===== config.mk =====
export PLATFORM = sky130hd
export DESIGN_NAME = memory_i2c_wb_arb_flat
export DESIGN_NICKNAME = d
export VERILOG_FILES = /design/src/rtl/memory_i2c_wb_arb_if.sv /design/src/rtl/memory_i2c_wb_arb.sv /design/src/flat_wrapper.sv
export SDC_FILE = /design/constraint.sdc
export NUM_CORES = 1
export LEC_CHECK = 0
export BUFFER_PORTS_ARGS = -buffer_cell sky130_fd_sc_hd__clkbuf_2
export CORE_AREA = 2 2 71 73
export DETAILED_ROUTE_END_ITERATION = 12
export DIE_AREA = 0 0 73 75
export GPL_TIMING_DRIVEN = 1
export PLACE_DENSITY = 0.69
export SYNTH_ARGS = -nofsm -noshare
export SYNTH_HDL_FRONTEND = slang
export SYNTH_SLANG_ARGS = --single-unit

===== constraint.sdc =====
create_clock -name clk_i -period 1.85 [get_ports clk_i]
set_input_delay 0.37 -clock clk_i [delete_from_list [all_inputs] [get_ports clk_i]]
set_output_delay 0.37 -clock clk_i [all_outputs]
set_load 0.005 [all_outputs]

===== src/rtl/memory_i2c_wb_arb_if.sv =====
// Wishbone B3 port bundle shared by both arbiter masters and the RAM slave side.
`timescale 1ns/1ps
interface memory_i2c_wb_arb_if #(
  parameter int AW = 32,
  parameter int DW = 8,
  parameter int SW = 4
);
  logic [AW-1:0] adr;
  logic [DW-1:0] wdat;
  logic [DW-1:0] rdat;
  logic [SW-1:0] sel;
  logic          we;
  logic          cyc;
  logic          stb;
  logic [2:0]    cti;
  logic          ack;
  logic          err;

  modport master (output adr, wdat, sel, we, cyc, stb, cti, input rdat, ack, err);
  modport slave  (input adr, wdat, sel, we, cyc, stb, cti, output rdat, ack, err);
endinterface


===== src/rtl/memory_i2c_wb_arb.sv =====
// Two-master round-robin Wishbone arbiter for the memory_i2c RAM; grant held for a whole cyc.
// Optional slave watchdog with sticky timeout_o enabled by MEMORY_I2C_WB_ARB_TIMEOUT_EN.
`timescale 1ns/1ps
module memory_i2c_wb_arb #(
  parameter int AW = 32,
  parameter int DW = 8,
  parameter int SW = 4
`ifdef MEMORY_I2C_WB_ARB_TIMEOUT_EN
  , parameter int TIMEOUT = 255
`endif
) (
  input  logic                 clk_i,
  input  logic                 rst_i,
  memory_i2c_wb_arb_if.slave   m0,
  memory_i2c_wb_arb_if.slave   m1,
  memory_i2c_wb_arb_if.master  s,
`ifdef MEMORY_I2C_WB_ARB_TIMEOUT_EN
  output logic                 timeout_o,
`endif
  output logic [1:0]           gnt_o
);

  typedef enum logic [1:0] {IDLE, GNT0, GNT1} state_t;

  state_t        state, state_nxt;
  logic          last_gnt;
  logic [AW-1:0] adr_mux;
  logic [DW-1:0] wdat_mux;
  logic [SW-1:0] sel_mux;
  logic          we_mux, cyc_mux, stb_mux;
  logic [2:0]    cti_mux;
  logic          fire;

  always_ff @(posedge clk_i or negedge rst_i) begin
    if (!rst_i) begin
      state    <= IDLE;
      last_gnt <= 1'b1;
    end else begin
      state <= state_nxt;
      if (state == IDLE && state_nxt == GNT0) last_gnt <= 1'b0;
      if (state == IDLE && state_nxt == GNT1) last_gnt <= 1'b1;
    end
  end

  always_comb begin
    state_nxt = state;
    unique case (state)
      IDLE: begin
        if (m0.cyc && m1.cyc) state_nxt = last_gnt ? GNT0 : GNT1;
        else if (m0.cyc)      state_nxt = GNT0;
        else if (m1.cyc)      state_nxt = GNT1;
      end
      GNT0:    if (!m0.cyc || fire) state_nxt = IDLE;
      GNT1:    if (!m1.cyc || fire) state_nxt = IDLE;
      default: state_nxt = IDLE;
    endcase
  end

  // Request mux; stb is qualified by cyc so a stray strobe never reaches the slave.
  always_comb begin
    adr_mux  = '0;
    wdat_mux = '0;
    sel_mux  = '0;
    we_mux   = 1'b0;
    cyc_mux  = 1'b0;
    stb_mux  = 1'b0;
    cti_mux  = 3'b000;
    unique case (state)
      GNT0: begin
        adr_mux  = m0.adr;
        wdat_mux = m0.wdat;
        sel_mux  = m0.sel;
        we_mux   = m0.we;
        cyc_mux  = m0.cyc;
        stb_mux  = m0.stb & m0.cyc;
        cti_mux  = m0.cti;
      end
      GNT1: begin
        adr_mux  = m1.adr;
        wdat_mux = m1.wdat;
        sel_mux  = m1.sel;
        we_mux   = m1.we;
        cyc_mux  = m1.cyc;
        stb_mux  = m1.stb & m1.cyc;
        cti_mux  = m1.cti;
      end
      default: ;
    endcase
  end

`ifdef MEMORY_I2C_WB_ARB_TIMEOUT_EN
  localparam int TW = $clog2(TIMEOUT + 1);
  logic [TW-1:0] cnt;

  // Fires on the TIMEOUT-th stalled strobe cycle, so the err pulse lands inside that cycle.
  assign fire = (state != IDLE) && stb_mux && !s.ack && !s.err && (cnt == TW'(TIMEOUT - 1));

  always_ff @(posedge clk_i or negedge rst_i) begin
    if (!rst_i) begin
      cnt       <= '0;
      timeout_o <= 1'b0;
    end else begin
      if (state == IDLE || s.ack || s.err) cnt <= '0;
      else if (stb_mux)                    cnt <= cnt + 1'b1;
      if (fire)                  timeout_o <= 1'b1;
      else if (m0.ack || m1.ack) timeout_o <= 1'b0;
    end
  end
`else
  assign fire = 1'b0;
`endif

  assign s.adr  = adr_mux;
  assign s.wdat = wdat_mux;
  assign s.sel  = sel_mux;
  assign s.we   = we_mux;
  assign s.cti  = cti_mux;
  assign s.cyc  = cyc_mux & ~fire;
  assign s.stb  = stb_mux & ~fire;

  // Responses gated by the master's own cyc so an abandoned transfer's late ack goes nowhere.
  assign m0.ack  = (state == GNT0) & m0.cyc & s.ack;
  assign m1.ack  = (state == GNT1) & m1.cyc & s.ack;
  assign m0.err  = (state == GNT0) & ((m0.cyc & s.err) | fire);
  assign m1.err  = (state == GNT1) & ((m1.cyc & s.err) | fire);
  assign m0.rdat = s.rdat;
  assign m1.rdat = s.rdat;

  assign gnt_o = {state == GNT1, state == GNT0};

endmodule


===== src/flat_wrapper.sv =====
// flat-port wrapper written by rule: the top's interface ports become plain ports
module memory_i2c_wb_arb_flat 
#(
  parameter int AW = 32,
  parameter int DW = 8,
  parameter int SW = 4

)
  (clk_i, rst_i, gnt_o, m0_adr, m0_wdat, m0_sel, m0_we, m0_cyc, m0_stb, m0_cti, m0_rdat, m0_ack, m0_err, m1_adr, m1_wdat, m1_sel, m1_we, m1_cyc, m1_stb, m1_cti, m1_rdat, m1_ack, m1_err, s_adr, s_wdat, s_sel, s_we, s_cyc, s_stb, s_cti, s_rdat, s_ack, s_err);
  memory_i2c_wb_arb_if #(.AW(AW), .DW(DW), .SW(SW)) m0_i ();
  memory_i2c_wb_arb_if #(.AW(AW), .DW(DW), .SW(SW)) m1_i ();
  memory_i2c_wb_arb_if #(.AW(AW), .DW(DW), .SW(SW)) s_i ();
  input  logic clk_i;
  input  logic rst_i;
  output logic [1:0] gnt_o;
  input wire logic [$bits(m0_i.adr)-1:0] m0_adr;
  input wire logic [$bits(m0_i.wdat)-1:0] m0_wdat;
  input wire logic [$bits(m0_i.sel)-1:0] m0_sel;
  input wire logic [$bits(m0_i.we)-1:0] m0_we;
  input wire logic [$bits(m0_i.cyc)-1:0] m0_cyc;
  input wire logic [$bits(m0_i.stb)-1:0] m0_stb;
  input wire logic [$bits(m0_i.cti)-1:0] m0_cti;
  output wire logic [$bits(m0_i.rdat)-1:0] m0_rdat;
  output wire logic [$bits(m0_i.ack)-1:0] m0_ack;
  output wire logic [$bits(m0_i.err)-1:0] m0_err;
  input wire logic [$bits(m1_i.adr)-1:0] m1_adr;
  input wire logic [$bits(m1_i.wdat)-1:0] m1_wdat;
  input wire logic [$bits(m1_i.sel)-1:0] m1_sel;
  input wire logic [$bits(m1_i.we)-1:0] m1_we;
  input wire logic [$bits(m1_i.cyc)-1:0] m1_cyc;
  input wire logic [$bits(m1_i.stb)-1:0] m1_stb;
  input wire logic [$bits(m1_i.cti)-1:0] m1_cti;
  output wire logic [$bits(m1_i.rdat)-1:0] m1_rdat;
  output wire logic [$bits(m1_i.ack)-1:0] m1_ack;
  output wire logic [$bits(m1_i.err)-1:0] m1_err;
  output wire logic [$bits(s_i.adr)-1:0] s_adr;
  output wire logic [$bits(s_i.wdat)-1:0] s_wdat;
  output wire logic [$bits(s_i.sel)-1:0] s_sel;
  output wire logic [$bits(s_i.we)-1:0] s_we;
  output wire logic [$bits(s_i.cyc)-1:0] s_cyc;
  output wire logic [$bits(s_i.stb)-1:0] s_stb;
  output wire logic [$bits(s_i.cti)-1:0] s_cti;
  input wire logic [$bits(s_i.rdat)-1:0] s_rdat;
  input wire logic [$bits(s_i.ack)-1:0] s_ack;
  input wire logic [$bits(s_i.err)-1:0] s_err;
  assign m0_i.adr = m0_adr;
  assign m0_i.wdat = m0_wdat;
  assign m0_i.sel = m0_sel;
  assign m0_i.we = m0_we;
  assign m0_i.cyc = m0_cyc;
  assign m0_i.stb = m0_stb;
  assign m0_i.cti = m0_cti;
  assign m0_rdat = m0_i.rdat;
  assign m0_ack = m0_i.ack;
  assign m0_err = m0_i.err;
  assign m1_i.adr = m1_adr;
  assign m1_i.wdat = m1_wdat;
  assign m1_i.sel = m1_sel;
  assign m1_i.we = m1_we;
  assign m1_i.cyc = m1_cyc;
  assign m1_i.stb = m1_stb;
  assign m1_i.cti = m1_cti;
  assign m1_rdat = m1_i.rdat;
  assign m1_ack = m1_i.ack;
  assign m1_err = m1_i.err;
  assign s_adr = s_i.adr;
  assign s_wdat = s_i.wdat;
  assign s_sel = s_i.sel;
  assign s_we = s_i.we;
  assign s_cyc = s_i.cyc;
  assign s_stb = s_i.stb;
  assign s_cti = s_i.cti;
  assign s_i.rdat = s_rdat;
  assign s_i.ack = s_ack;
  assign s_i.err = s_err;
  memory_i2c_wb_arb #(.AW(AW), .DW(DW), .SW(SW)) u_core (.clk_i(clk_i), .rst_i(rst_i), .m0(m0_i), .m1(m1_i), .s(s_i), .gnt_o(gnt_o));
endmodule

==> flow_summary.ini <==
[global_route]
grt_overflow = 0
vias_in_the_first_global_route = 1507
grt_max_degree = 29
grt_first_pass_wirelength_um = 6910
grt_antenna_before_repair = 0
global_route.usage.total = 0.155

[clocking]
cts-root-to-sink-buffers = 2
cts.root.buffer_cell = sky130_fd_sc_hd__clkbuf_8
clkSlewWorstSetupHoldPaths_ns = 0.03
cts-buffers-inserted = 3
cts_num_sinks = 3
cts-htree-levels = 1
cts_tree = yes
worstSkewPairLatency_ns = 0.21

[synthesis]
library_cell_occupying_the_most_area_in_the_post_synthesis_netlist = sky130_fd_sc_hd__a22oi_1
yosysUniqueCellTypes = 29
post_synth_inst_count = 169
synth_largest_type_area_fraction = 0.304
synth.yosys.seq_area_share = 0.0630
mappedNetlistArea_sq_um = 1210
leading_cell_types_by_total_area_after_synthesis = sky130_fd_sc_hd__a22oi_1 30%, sky130_fd_sc_hd__nor2b_1 25%, sky130_fd_sc_hd__buf_4 9.9%, sky130_fd_sc_hd__buf_2 5.0%, sky130_fd_sc_hd__dfrtp_1 4.1%
count_of_state_elements_after_synthesis = 3
syn-num-nets = 285
syn_area_per_cell_sq_um = 7.17
synth_warnings = 0

[final_layout]
fraction_of_layout_instances_using_a_drive_strength_above_1 = 0.653
final_common_cell = sky130_fd_sc_hd__clkbuf_2
finish.cell_count_without_fillers = 365
fin_util = 0.478
fill_cells = 458
synthToLayoutAreaGrowth_pct = 83.9
design.final.nets = 428
antenna-diode-count = 0
final_cell_mix = 149 x sky130_fd_sc_hd__clkbuf_2, 43 x sky130_fd_sc_hd__nor2b_1, 40 x sky130_fd_sc_hd__a22oi_1, 10 x sky130_fd_sc_hd__buf_2, 9 x sky130_fd_sc_hd__a22oi_2

[power]
power_switching_mw = 1.19
power_leakage_nw = 1.14
seqPwrFrac = 0.049
swShare = 0.416
share_clk_of_total_power = 0.065
vdd_drop_max_mv = 0.838
internal_power_mw = 1.67
power_frac_comb = 0.886
cellPowerDensity_nw_per_um2 = 1280
finalPower_mw = 2.86

[sta]
setup_viol_count_final = 4
max_freq_mhz = 539
setup_repair_after_global_routing_missed_its_margin = yes
timing.final.ws_setup_ns = -0.00699
tightest_slew_ns = 0.205
timing_hold_violations_final = 0
timing.slew.headroom = 0.863
slew_violations = 0
fin_worst_skew_ns = 0.00187
timing.hold.ws_ns = 0.501
final_period_demand_of_the_worst_path_ns = 1.86
layout_worst_path_cycle_share = 1.00

[routing]
route.detailed.drc = 0
antenna_violating_nets_post_route = 0
detail_route.first_pass.iterations = 4
first_iter_violations = 62
route.final.wire_length_um = 5070
route.vias.total = 1789
wl_per_cell_um = 13.9
post_drt_via_cell_ratio = 4.90

[die]
io_pins = 184
fp.dieArea_sq_um = 5480
cell_rows = 25
design.core.area_sq_um = 4660
die_x_um = 73
die_y_um = 75
initial_core_util = 0.260

[outcome]
failed_checks = negative setup slack
outcome = finished, violations left

[worst_hold_path]
hold_path.class = input port to async pin

[place]
number_of_cells_in_the_design_after_placement = 354
routabilityCongestion = 0.816
dpl_ws_ns = 0.0991
dp_hpwl_um = 3800
numPortBuffers = 159

[critical_path]
setup.worst_path.class = flip-flop to output pin
timing.critical_path.required_ns = 1.48
crit_fanout = 23
data_arrival_critical_path_ns = 1.49
crit_chain = buf_4, ha_4, buf_12, a22oi_1, nor2b_1, clkbuf_2
timing.reg2reg.worst_path_depth = 6
crit_path_start_kind = flip-flop
critical_path.max_stage_delay_ns = 0.38
worst_path_max_delay_cell = sky130_fd_sc_hd__dfrtp_1
worstSetupEndpointType = output pin

[job]
max-cap-violations = 0
==> path summary, 6_finish.rpt <==
kind	startpoint	end	slack (ns)
max	u_core.state[0]	s_sel[0]	-0.007
min	rst_i	u_core.state[1]	0.50
max reg2reg	u_core.state[0]	u_core.last_gnt	0.28
min reg2reg	u_core.last_gnt	u_core.last_gnt	0.59
max in group asynchronous	rst_i	u_core.last_gnt	1.15
min in group clk_i	m1_cyc	u_core.state[1]	0.56
==> routing by layer <==
layer / up-vias / share of wire / GRT usage / wire length, um
li1: 883 / - / - / -
met1: 832 / 0.40 / 0.188 / 2050
met2: 74 / 0.54 / 0.299 / 2740
met3: 0 / 0.055 / 0.0161 / 281
met4: 0 / 0 / 0.0185 / 0
met5: - / 0 / 0 / 0
==> power groups by stage <==
| stage | combinational (mW) | sequential [mW] | clock [mW] |
|---|---|---|---|
| 2_1_floorplan | 1.29 | 0.134 | 0 |
| 3_3_place_gp | 2.00 | 0.134 | 0 |
| 3_5_place_dp | 2.03 | 0.136 | 0 |
| 4_1_cts | 2.36 | 0.139 | 0.192 |
| 5_1_grt | 2.75 | 0.147 | 0.199 |
| 6_report | 2.53 | 0.141 | 0.186 |
==> cell families after synthesis <==
| family | synth area share |
|---|---|
| AOI/OAI and AO/OA | 0.357 |
| adders and majority gates | 0.0413 |
| buffers and inverters | 0.195 |
| DFF | 0.0630 |
| and+or+nand+nor | 0.343 |
==> state kept, by name, indices dropped and copies added, names as in the netlist <==
register,cells
u_core.state,2
u_core.last_gnt,1
==> final cells by class <==
cell class / count / area (sq um) / share of cell area
inverter: 4 / 17.5 / 0.00787
multi-input combinational: 127 / 1010 / 0.453
clock buffer: 4 / 45.0 / 0.0202
timing repair buffer: 173 / 1010 / 0.454
sequential: 3 / 77.6 / 0.0348
tap: 54 / 67.6 / 0.0303
==> metrics by stage <==
step / TNS (ns) / instance area [sq um]
finish: -0.0130 / 2230
CTS: -0.188 / 2120
global placement: 0 / 1960
global route: -2.05 / 2230
detailed placement: 0 / 1960
floorplan: 0 / 1210
==> worst max-delay path, delay by kind of cell, from the launching register on <==
family,cells,cell delay (ns)
adder cells (fa/ha/maj),1,0.18
AO/OA/AOI/OAI,1,0.21
AND/OR/NAND/NOR,1,0.07
flip-flops,1,0.38
buffers and inverters,3,0.42
==> cells in the mapped netlist (all sizes together) <==
cell and number:
a21boi 1, a21oi 2, a221o 1, a22o 1
a22oi 49, a31oi 1, and2 1, and2b 1
and3 4, and4bb 1, buf 30, clkbuf 5
dfrtp 2, dfstp 1, ha 4, inv 4
nand2 2, nand3 5, nand4b 1, nand4bb 1
nor2b 48, nor3b 1, o211ai 1, o21ai 2
==> timing repair <==
action / 4_1_cts / 5_1_grt
cloned: 1 / 1
setup buffers: 2 / 2
endpoints found under the hold margin: 2 / 0
gates resized for setup: 13 / 25
hold buffers: 1 / 0
endpoints found under the setup margin: 54 / 49
pin swaps: 1 / 0
Power figures use the tool's default switching activity.
